===== src/rtl/flags_reg.sv =====
// flags_reg: registered Z/N/C/V flag unit with sticky
// carry/overflow and a LIFO flag save/restore stack.
module flags_reg #(
  parameter int WIDTH = 8,
  parameter int DEPTH = 4,
  parameter int CW    = $clog2(DEPTH+1)
) (
  input  logic             clk,
  input  logic             rst,
  input  logic             flag_we,
  input  logic [4:0]       Opcode,
  input  logic             C_add_sub,
  input  logic [WIDTH-1:0] C_mul,
  input  logic             A_msb,
  input  logic             B_msb,
  input  logic [WIDTH-1:0] R_ula,
  input  logic             push,
  input  logic             pop,
  input  logic             sticky_clr,
  output logic             Z,
  output logic             N,
  output logic             C,
  output logic             V,
  output logic             sticky_C,
  output logic             sticky_V,
  output logic [CW-1:0]    stk_count,
  output logic             stk_full,
  output logic             stk_empty,
  output logic             stk_err
);

  localparam int AW = (DEPTH > 1) ? $clog2(DEPTH) : 1;
  localparam logic [CW-1:0] FULL = CW'(DEPTH);

  logic          zn, nn, cn, vn;
  logic          is_as, is_mul;
  logic          do_push, do_pop, latch, err_set;
  logic [AW-1:0] wr_idx, rd_idx;
  logic [3:0]    mem [DEPTH];

  always_comb begin
    is_as  = (Opcode[4:1] == 4'b0000);
    is_mul = (Opcode == 5'b00010);
    zn     = ~|R_ula;
    nn     = R_ula[WIDTH-1];
    cn     = 1'b0;
    vn     = 1'b0;
    unique case (1'b1)
      is_as: begin
        cn = C_add_sub;
        // Opcode[0] inverts B for subtraction
        vn = ~(A_msb ^ (B_msb ^ Opcode[0]))
           & (A_msb ^ R_ula[WIDTH-1]);
      end
      is_mul: begin
        cn = |C_mul;
        vn = |C_mul;
      end
      default: ;
    endcase
  end

  assign stk_full  = (stk_count == FULL);
  assign stk_empty = (stk_count == '0);

  assign do_push = push & ~pop & ~stk_full;
  assign do_pop  = pop & ~push & ~stk_empty;
  assign latch   = flag_we & ~pop;
  assign err_set = (push & pop)
                 | (push & ~pop & stk_full)
                 | (pop & ~push & stk_empty);

  assign wr_idx = stk_count[AW-1:0];
  assign rd_idx = AW'(stk_count - 1'b1);

  always_ff @(posedge clk) begin
    if (!rst && do_push)
      mem[wr_idx] <= {Z, N, C, V};
  end

  always_ff @(posedge clk) begin
    if (rst) begin
      {Z, N, C, V} <= 4'b0000;
      sticky_C     <= 1'b0;
      sticky_V     <= 1'b0;
      stk_count    <= '0;
      stk_err      <= 1'b0;
    end else begin
      if (do_pop)
        {Z, N, C, V} <= mem[rd_idx];
      else if (latch)
        {Z, N, C, V} <= {zn, nn, cn, vn};
      sticky_C <= (sticky_C & ~sticky_clr) | (latch & cn);
      sticky_V <= (sticky_V & ~sticky_clr) | (latch & vn);
      if (do_push)
        stk_count <= stk_count + 1'b1;
      else if (do_pop)
        stk_count <= stk_count - 1'b1;
      if (err_set)
        stk_err <= 1'b1;
    end
  end

endmodule


===== config.mk =====
export PLATFORM = sky130hd
export DESIGN_NAME = flags_reg
export DESIGN_NICKNAME = d
export VERILOG_FILES = /design/src/rtl/flags_reg.sv
export SDC_FILE = /design/constraint.sdc
export NUM_CORES = 1
export LEC_CHECK = 0
export CELL_PAD_IN_SITES_DETAIL_PLACEMENT = 0
export CELL_PAD_IN_SITES_GLOBAL_PLACEMENT = 1
export CORE_ASPECT_RATIO = 0.5
export CORE_UTILIZATION = 34
export DETAILED_ROUTE_END_ITERATION = 6
export GPL_TIMING_DRIVEN = 0
export PLACE_DENSITY_LB_ADDON = 0.1
export SLEW_MARGIN = 0
export SYNTH_ARGS = -nofsm -noshare
export SYNTH_HDL_FRONTEND = slang
export SYNTH_SLANG_ARGS = --single-unit

===== constraint.sdc =====
create_clock -name clk -period 1.9 [get_ports clk]
set_input_delay 0.38 -clock clk [delete_from_list [all_inputs] [get_ports clk]]
set_output_delay 0.38 -clock clk [all_outputs]
set_load 0.03 [all_outputs]

==> impl_metrics.ini <==
[grt]
grt_max_degree = 16
grt_pass1_vias = 880
overflow = 0
grt_pass1_wl_um = 4312
antenna_found_initial = 0
grt.total_usage_pct = 15.23

[timing]
hold_viol_final = 0
fin_crit_ns = 1.812
setup_tns_ns = 0
final_max_slew_viol_count = 0
slew_headroom_pct = 69.02
min_period_over_period_pct = 95.39
holdWs_ns = 0.4818
rsz0062_at_grt = false
worst_pin_slew_ns = 0.4647
fmax_mhz = 551.8
setup_viol = 0
final.setup_skew_ns = 0.002423

[place]
hpwl_um = 2167
placedCellCount = 196
gp_congestion = 0.7114
portBuffers = 41

[detailed_routing]
ant_nets = 0
via_count = 931
vias_per_cell = 4.632
dr.pass1.iters = 4
dr.first_iter.drc_count = 20
wl_um = 2738
wl_per_cell_um = 13.62
drc = 0

[job]
cap_violations = 0

[yosys]
synth_cell_types = 30
synthCells = 104
avgSynthCellArea_um2 = 11.91
synth_nets = 139
async_reset_ff_share_pct = 0
ys_warn_count = 0
synthTopCellsByArea = edfxtp_1 (39%), dfxtp_1 (16%), mux4_2 (7.3%)
synth-seq-cells = 26
synth_ff_type = edfxtp_1
synth_top_area_cell = edfxtp_1
synth_area_mm2 = 0.001239
synth_edf_count = 16
yosysSeqAreaShare_pct = 54.95
synth_top_area_share_pct = 38.79

[worst_setup_path]
cp_max_fo = 6
slowest_delay_ns = 0.71
arrival_ns = 1.43
cpMaxStageDelayCell = clkdlybuf4s50_1
worstSetupStartpointType = flop
cp-end-kind = output pin
crit_family = buffers and inverters
path_buf_inv = 1
crit_chain = clkdlybuf4s50_1
required_ns = 1.52
crit_type = reg -> out

[clock_network]
ctsHoldBuffers = 0
ctsLongestPathBuffers = 2
cts_buffers = 3
cts.clk_slew.worst_paths_ns = 0.09
root_buffer = clkbuf_8
clk_latency_ns = 0.27
cts_htree_levels = 1
clock-sinks = 26
tritoncts = done

[finish]
nets = 186
final_common_cell = clkdlybuf4s50_1
diodes = 0
final_cell_mix = clkdlybuf4s50_1 (39), edfxtp_1 (16), nand2_1 (9), nand3_1 (9), dfxtp_1 (8)
syn_to_final_growth_pct = 44.65
drive_above_1_share_pct = 12.67
finalNonFillerCells = 201

[die]
die_h_um = 44.68
dieArea_mm2 = 0.003903
initial_utilization_pct = 35.87
pin_count = 42
die_w_um = 87.36
rows = 15
core_mm2 = 0.003453

[pwr]
max-vdd-ir-drop_uv = 304.3
powerDensity_mw_per_mm2 = 771.1
leakage_nw = 0.6110

[min_path]
hold_class = reg -> reg

[outcome]
run_status = complete, no violations
==> through the flow <==
stage               cell area, um2  util [%]   power, W  setup slack, ns
floorplan                     1240         -  0.0007967          0.08624
global placement              1714     49.64  0.0009364          -0.2404
detailed placement            1714     49.64  0.0009372          -0.2571
CTS                           1802     52.17   0.001400         0.001302
global route                  1792     51.88   0.001440         0.004380
finish                        1792     51.88   0.001382          0.08760
==> path summary, 6_finish.rpt <==
kind	from	end	slack, ns	depth (start not counted)
max	C	C	0.09	1
min	sticky_C	sticky_C	0.48	2
max reg2reg	stk_count[0]	mem[2][1]	0.23	6
min reg2reg	sticky_C	sticky_C	0.48	2
==> state kept, by name, summed over array words and instances (netlist names) <==
register	flops
mem	16
stk_count	3
C	1
N	1
V	1
Z	1
sticky_C	1
sticky_V	1
stk_err	1
==> per-layer routing <==
metal | vias to the layer above | part of all wire (%) | wire length (um) | track usage (%)
met3 | 2 | 4.6 | 127 | 3.172
met5 | - | 0 | 0 | 0
met2 | 31 | 41 | 1113 | 22.50
li1 | 477 | - | - | -
met4 | 0 | 0.29 | 8 | 2.951
met1 | 421 | 54 | 1488 | 23.12
==> cell usage after synthesis (2+ instances only) <==
| cell type | n |
|---|---|
| dfxtp_1 | 10 |
| nor2b_1 | 3 |
| nand2b_1 | 6 |
| nor2_1 | 3 |
| nand2_1 | 9 |
| mux4_2 | 4 |
| nand3_1 | 9 |
| and2_1 | 6 |
| o21ai_1 | 2 |
| edfxtp_1 | 16 |
| inv_1 | 5 |
| a21oi_1 | 5 |
| a31oi_1 | 3 |
| ha_1 | 5 |
| nor4_1 | 3 |
==> report_power, final <==
part           internal, W  switching (W)  leakage, nW
Sequential        0.000619      0.0000176        0.232
Combinational     0.000146       0.000140        0.343
Clock             0.000282       0.000177       0.0357
Total              0.00105       0.000335        0.611
==> final cells by class <==
type / count / area [um2]
Buffer: 1 / 3.754
Clock buffer: 3 / 41.29
Timing Repair Buffer: 43 / 415.4
Inverter: 5 / 18.77
Multi-Input combinational cell: 71 / 533.0
Tap cell: 51 / 63.81
Sequential cell: 26 / 685.7
Clock inverter: 1 / 30.03
Fill cell: 324 / 1662
==> what timing repair did <==
item | CTS | global route
setup buffers | 2 | 0
setup endpoints to repair | 18 | 2
resized for setup | 8 | 5
hold endpoints to repair | 0 | 0
==> kinds of logic (layout without fill, tap and decap cells) <==
| family | after synthesis | count (layout) | synth area share, % |
|---|---|---|---|
| XOR/XNOR | 1 | 1 | 0.7072 |
| AND/OR/NAND/NOR | 43 | 43 | 19.29 |
| flip-flops | 26 | 26 | 54.95 |
| buffers and inverters | 7 | 53 | 2.222 |
| multiplexers | 6 | 6 | 8.990 |
| adder cells (fa/ha/maj) | 5 | 5 | 5.051 |
| AO/OA/AOI/OAI | 16 | 16 | 8.788 |
No activity file was read; power rests on OpenSTA's default activity.
